`config.mk`:
```
export PLATFORM = sky130hd
export DESIGN_NAME = imm_narrow_packer
export DESIGN_NICKNAME = d
export VERILOG_FILES = /design/src/rtl/imm_narrow_packer_pkg.sv /design/src/rtl/imm_narrow_packer_narrow.sv /design/src/rtl/imm_narrow_packer.sv
export SDC_FILE = /design/constraint.sdc
export NUM_CORES = 1
export LEC_CHECK = 0
export ABC_AREA = 0
export ABC_CLOCK_PERIOD_IN_PS = 2200
export CORE_ASPECT_RATIO = 1.25
export CORE_UTILIZATION = 25
export CTS_CLUSTER_SIZE = 28
export DETAILED_ROUTE_END_ITERATION = 10
export PLACE_DENSITY = 0.44
export SLEW_MARGIN = 20
export SYNTH_ARGS = -nofsm -noshare
export SYNTH_HDL_FRONTEND = slang
export SYNTH_HIERARCHICAL = 1
export SYNTH_SLANG_ARGS = --single-unit
```
`constraint.sdc`:
```
create_clock -name clk -period 2.2 [get_ports clk]
set_clock_uncertainty 0.05 [all_clocks]
set_input_delay 0.44 -clock clk [delete_from_list [all_inputs] [get_ports clk]]
set_output_delay 0.44 -clock clk [all_outputs]
set_load 0.03 [all_outputs]
```
`src/rtl/imm_narrow_packer_pkg.sv`:
```
`default_nettype none
// ============================================================================
// Module : imm_narrow_packer_pkg
// Brief  : Shared widths and packer state encoding for the immediate packer.
// Rev    : 1.0
// ============================================================================
package imm_narrow_packer_pkg;

  localparam int c_IN_W   = 8;
  localparam int c_IMM_W  = 3;
  localparam int c_WORD_W = 8;

  typedef enum logic [1:0] {
    ST_IDLE = 2'd0,
    ST_FILL = 2'd1,
    ST_FULL = 2'd2
  } pk_state_e;

  // Occupancy class of the accumulator for a given bit count.
  function automatic pk_state_e state_of(input int cnt, input int word_w);
    if (cnt == 0)
      return ST_IDLE;
    else if (cnt < word_w)
      return ST_FILL;
    else
      return ST_FULL;
  endfunction

endpackage
`default_nettype wire

```
`src/rtl/imm_narrow_packer_narrow.sv`:
```
`default_nettype none
// ============================================================================
// Module : imm_narrow
// Brief  : Combinational signed narrowing IN_W -> FIELD_W with range flag.
// Rev    : 1.0
// ============================================================================
module imm_narrow #(
  parameter int IN_W     = 8,
  parameter int FIELD_W  = 3,
  parameter int SATURATE = 1
) (
  input  logic [IN_W-1:0]    in_data,
  output logic [FIELD_W-1:0] field,
  output logic               ovf
);

  // A value fits when every bit from the field sign bit upward is a copy of it.
  logic [IN_W-FIELD_W:0] w_hi;
  logic                  w_in_range;

  assign w_hi       = in_data[IN_W-1:FIELD_W-1];
  assign w_in_range = (&w_hi) || !(|w_hi);
  assign ovf        = !w_in_range;

  generate
    if (SATURATE != 0) begin : g_sat
      assign field = w_in_range      ? in_data[FIELD_W-1:0] :
                     in_data[IN_W-1] ? {1'b1, {(FIELD_W-1){1'b0}}} :
                                       {1'b0, {(FIELD_W-1){1'b1}}};
    end else begin : g_trunc
      assign field = in_data[FIELD_W-1:0];
    end
  endgenerate

endmodule
`default_nettype wire

```
`src/rtl/imm_narrow_packer.sv`:
```
`default_nettype none
// ============================================================================
// Module : imm_narrow_packer
// Brief  : Narrows signed values to immediate fields and packs them LSB-first.
// Rev    : 1.0
// ============================================================================
module imm_narrow_packer
  import imm_narrow_packer_pkg::*;
#(
  parameter int IN_W     = c_IN_W,
  parameter int FIELD_W  = c_IMM_W,
  parameter int OUT_W    = c_WORD_W,
  parameter int SATURATE = 1
) (
  input  logic             clk,
  input  logic             reset,
  input  logic             in_valid,
  output logic             in_ready,
  input  logic [IN_W-1:0]  in_data,
  input  logic             flush_req,
  output logic             flush_done,
  output logic             out_valid,
  input  logic             out_ready,
  output logic [OUT_W-1:0] out_data,
  output logic             out_last,
  output logic             ovf
);

  localparam int ACC_W = OUT_W + FIELD_W - 1;
  localparam int CNT_W = $clog2(ACC_W + 1);

  logic [FIELD_W-1:0] w_field;
  logic               w_field_ovf;

  imm_narrow #(
    .IN_W    (IN_W),
    .FIELD_W (FIELD_W),
    .SATURATE(SATURATE)
  ) u_narrow (
    .in_data(in_data),
    .field  (w_field),
    .ovf    (w_field_ovf)
  );

  logic [ACC_W-1:0] r_acc, w_acc_nxt;
  logic [CNT_W-1:0] r_cnt, w_cnt_nxt;
  pk_state_e        r_state, w_state_nxt;
  logic             r_run;
  logic             r_flush_hold, w_flush_hold_nxt;
  logic [OUT_W-1:0] r_out_data, w_out_data_nxt;
  logic             r_out_valid, w_out_valid_nxt;
  logic             r_out_last, w_out_last_nxt;
  logic             r_flush_done, w_flush_done_nxt;
  logic             r_ovf, w_ovf_nxt;
  logic             w_out_free, w_accept, w_emit, w_flush;

  assign in_ready   = r_run && (r_state != ST_FULL);
  assign out_valid  = r_out_valid;
  assign out_data   = r_out_data;
  assign out_last   = r_out_last;
  assign flush_done = r_flush_done;
  assign ovf        = r_ovf;

  always_comb begin
    w_out_free       = !r_out_valid || out_ready;
    w_accept         = in_valid && in_ready;
    w_emit           = (r_state == ST_FULL) && w_out_free;
    // r_flush_hold keeps a held-high request from re-firing until new bits arrive.
    w_flush          = flush_req && !in_valid && (r_state != ST_FULL) &&
                       w_out_free && !r_flush_hold;
    w_acc_nxt        = r_acc;
    w_cnt_nxt        = r_cnt;
    w_out_data_nxt   = r_out_data;
    w_out_valid_nxt  = r_out_valid && !out_ready;
    w_out_last_nxt   = r_out_last;
    w_flush_done_nxt = 1'b0;
    w_flush_hold_nxt = r_flush_hold && flush_req;
    w_ovf_nxt        = w_accept && w_field_ovf;

    if (w_accept) begin
      w_acc_nxt        = r_acc | (ACC_W'(w_field) << r_cnt);
      w_cnt_nxt        = r_cnt + CNT_W'(FIELD_W);
      w_flush_hold_nxt = 1'b0;
    end else if (w_emit) begin
      w_out_data_nxt  = r_acc[OUT_W-1:0];
      w_out_valid_nxt = 1'b1;
      w_out_last_nxt  = 1'b0;
      w_acc_nxt       = r_acc >> OUT_W;
      w_cnt_nxt       = r_cnt - CNT_W'(OUT_W);
    end else if (w_flush) begin
      w_flush_done_nxt = 1'b1;
      w_flush_hold_nxt = 1'b1;
      if (r_state == ST_FILL) begin
        w_out_data_nxt  = r_acc[OUT_W-1:0];
        w_out_valid_nxt = 1'b1;
        w_out_last_nxt  = 1'b1;
        w_acc_nxt       = '0;
        w_cnt_nxt       = '0;
      end
    end

    w_state_nxt = state_of(int'(w_cnt_nxt), OUT_W);
  end

  always_ff @(posedge clk) begin
    if (reset) begin
      r_acc        <= '0;
      r_cnt        <= '0;
      r_state      <= ST_IDLE;
      r_run        <= 1'b0;
      r_flush_hold <= 1'b0;
      r_out_data   <= '0;
      r_out_valid  <= 1'b0;
      r_out_last   <= 1'b0;
      r_flush_done <= 1'b0;
      r_ovf        <= 1'b0;
    end else begin
      r_acc        <= w_acc_nxt;
      r_cnt        <= w_cnt_nxt;
      r_state      <= w_state_nxt;
      r_run        <= 1'b1;
      r_flush_hold <= w_flush_hold_nxt;
      r_out_data   <= w_out_data_nxt;
      r_out_valid  <= w_out_valid_nxt;
      r_out_last   <= w_out_last_nxt;
      r_flush_done <= w_flush_done_nxt;
      r_ovf        <= w_ovf_nxt;
    end
  end

endmodule
`default_nettype wire

```
==> summary.txt <==
Drt
  • Post-route ant nets: 0
  • 1st-pass router iterations: 4
  • Via count: 1285
  • Final wirelength: 3520 µm
  • DR iter-0 viols: 34
  • DR WL/cell: 13.4 µm
  • Drt drc: 0
  • Vias/cell: 4.89

Final layout
  • Share of cells above drive strength 1: 18.9%
  • N_diodes: 0
  • P&R area growth vs syn: 41.6%
  • # nets final: 214

STA
  • RSZ-0062 raised after global routing: no
  • Slew Limit Fails: 0
  • Final min period: 2.11 ns
  • Worst-Margin Slew: 0.530 ns
  • Tcrit/Tclk final: 96.0%
  • Endpoints failing setup: 0
  • Fin. Hold Viols: 0
  • Fmax: 474 MHz
  • Total negative slack: 0 ns
  • Relative slew slack: 64.6%

GRT
  • Met1 usage: 15.0%
  • Met2 usage: 23.5%
  • First-pass GRT wire length: 5800 µm
  • GR Overflow Total: 0
  • Largest net degree at the start of global routing: 21
  • Vias in the first global route: 1271
  • GRT Total Usage: 13.6%
  • Met3 usage: 4.10%
  • Initial antenna violation count: 0
  • Busiest layer in global routing: met2

Logic synthesis
  • Proportion of synthesized area in mux cells: 8.29%
  • Synth Area in Compound Gates: 15.6%
  • Synth Area in Simple Gates: 25.6%
  • Synth Instances: 158
  • Sequential share of the synthesized area: 44.7%
  • Main combinational cell family by area after synthesis: simple AND/OR/NAND/NOR gates
  • XOR/XNOR Fraction of Synth Area: 0.652%
  • Distinct cell type count after synthesis: 35
  • Post-synthesis async set-or-reset flop share: 0%
  • Top FF cell, synth: dfxtp_1
  • Yosys warns: 6
  • Post-Syn Area: 1340 µm²
  • Post-Syn Area per Cell: 8.50 µm²
  • Synth Register Bits: 30
  • EDFF count, synth: 0
  • Mapped Nets: 172
  • Synth Area in Adders: 0.932%

Setup path
  • Top delay family on crit path: buffers and inverters
  • Critical Path RT: 1.71 ns
  • Worst Reg-to-Reg Cells: 5
  • CP endpoint kind: primary output
  • Critical Path Start: r_state[0]
  • Slowest-stage cell, CP: clkdlybuf4s50_1
  • Crit-path max cell delay: 0.68 ns
  • Crit path buffers/inverters: 1
  • Worst R2R Start: r_flush_hold
  • Arr. time, crit path: 1.62 ns
  • Reg-to-reg critical path endpoint: r_acc[9]
  • Largest fanout on the critical path: 4
  • Critical-path cell list: nand2b_1 > and2_1 > clkdlybuf4s50_1
  • R2R setup slack: 0.29 ns
  • Worst Path Class, Setup: reg2out
  • CP Launch Type: register

Pwr
  • Power density over the cells: 644 nW/µm²
  • Leakage: 0.789 nW
  • Final Power: 0.00122 W
  • Worst vdd rail ir drop: 0.000307 V

Min path
  • Worst Hold Class: in2reg
  • WHS Endpoint: r_flush_hold
  • HP Start: flush_req
  • Worst hold path depth: 2

Floorplanning
  • I/O pin total: 26
  • Die Footprint: 5670 µm²
  • Die width: 67.5 µm
  • FP Rows: 29
  • Starting Density: 26.2%
  • Core box area: 5120 µm²
  • Die Y-Extent: 83.9 µm

Clock network
  • Register clock-pin slew on the reported worst setup and hold paths: 0.07 ns
  • Hold Buf Count CTS: 0
  • CTS H-tree depth: 2
  • CTS tree: yes
  • CTS root buf: clkbuf_8
  • Clk_lat worst skew: 0.28 ns
  • CTS max path bufs: 2
  • Post CTS Setup Buffer Count: 0
  • Total CTS buffers: 5
  • Sink Count: 30

Place
  • GPL Wtd Cong: 0.810
  • PortBufs: 25
  • Detailed Place HPWL: 2490 µm

Run status
  • Outcome: completed

Job
  • Number of max-cap violations: 0
-- layer usage --
layer / up-vias / part of all wire [%]
met5: - / 0
met4: 0 / 2.0
met3: 8 / 4.5
met2: 32 / 50
met1: 605 / 44
li1: 640 / -
-- worst max-delay path by stage --
stage | cells past startpoint | slack [ns] | to
6_report | 3 | 0.09 | in_ready
5_1_grt | 3 | 0.004 | in_ready
4_1_cts | 6 | 0.02 | r_cnt[3]
3_5_place_dp | 6 | -0.33 | r_acc[0]
3_3_place_gp | 6 | -0.29 | r_state[1]
2_1_floorplan | 6 | 0.17 | r_acc[9]
-- logic make-up (layout without fill, tap and decap cells) --
logic type	count (synthesis)	after routing
xor+xnor	1	1
flops	30	30
fa+ha+maj	1	1
compound gates	32	32
simple gates	70	71
mux	11	11
buf+inv	13	55
-- worst register-to-register path, cell delays in order (launching register included) --
cell,delay [ns]
dfxtp_1,0.33
or3b_4,0.37
or4b_4,0.58
and2_4,0.23
a22oi_2,0.18
nor2_1,0.05
-- sequential cells by signal, summed over array words and instances (netlist names) --
register	flops
r_flush_hold	1
r_acc	10
out_data	8
r_cnt	4
r_run	1
flush_done	1
out_valid	1
out_last	1
ovf	1
r_state	2
-- cells in the final DEF, fill, tap and decap left out, types with 3 or more instances in the layout --
master,count
nor2_1,31
dfxtp_1,30
clkdlybuf4s50_1,23
buf_4,17
mux2i_1,10
a21oi_1,9
nand2_1,8
nand3_1,8
clkbuf_8,6
inv_1,5
a31oi_1,5
o21ai_0,5
nand2b_1,4
nor3_1,4
and3_1,3
o22ai_1,3
-- metrics by stage --
stage / instance area, µm² / hold slack, ns / utilization (%) / setup slack, ns / cells
global placement: 1760 / 0.390 / 34.4 / -0.288 / 254
detailed placement: 1760 / 0.414 / 34.4 / -0.327 / 254
floorplan: 1340 / 0.376 / - / 0.172 / 158
CTS: 1870 / 0.437 / 36.5 / 0.0157 / 262
global route: 1900 / 0.382 / 37.1 / 0.00356 / 263
finish: 1900 / 0.371 / 37.1 / 0.0886 / 263
-- timing repair --
| item | in CTS | in global routing |
|---|---|---|
| resized for setup | 2 | 6 |
| cloned | 0 | 1 |
| pin swaps | 0 | 2 |
| hold endpoints to repair | 0 | 0 |
| endpoints found under the setup margin | 3 | 15 |
-- cell usage after synthesis, types with 2 or more instances --
library cell / number / area [µm²]
a21oi_1: 9 / 45.0
a2bb2oi_1: 2 / 17.5
a31oi_1: 6 / 37.5
and3_1: 3 / 18.8
clkbuf_1: 7 / 26.3
dfxtp_1: 30 / 601
inv_1: 5 / 18.8
mux2i_1: 10 / 100
nand2_1: 8 / 30.0
nand2b_1: 4 / 25.0
nand3_1: 9 / 45.0
nor2_1: 31 / 116
nor2b_1: 2 / 12.5
nor3_1: 4 / 20.0
o21ai_0: 5 / 25.0
o22ai_1: 3 / 18.8
or2_2: 2 / 12.5
-- layout make-up --
class | count | area, µm²
fillers | 537 | 3220
clock buffers | 6 | 82.6
clock inverters | 2 | 12.5
flip-flops and latches | 30 | 601
multi-input cells | 116 | 726
repair buffers | 42 | 383
well taps | 62 | 77.6
inverters | 5 | 18.8
-- power by group --
part / switching [W] / internal [W] / total, W
Clock: 0.000212 / 0.000251 / 0.000463
Sequential: 0.0000183 / 0.000561 / 0.000579
Combinational: 0.0000920 / 0.0000908 / 0.000183
Note: power is estimated with default switching activity, not from simulation.
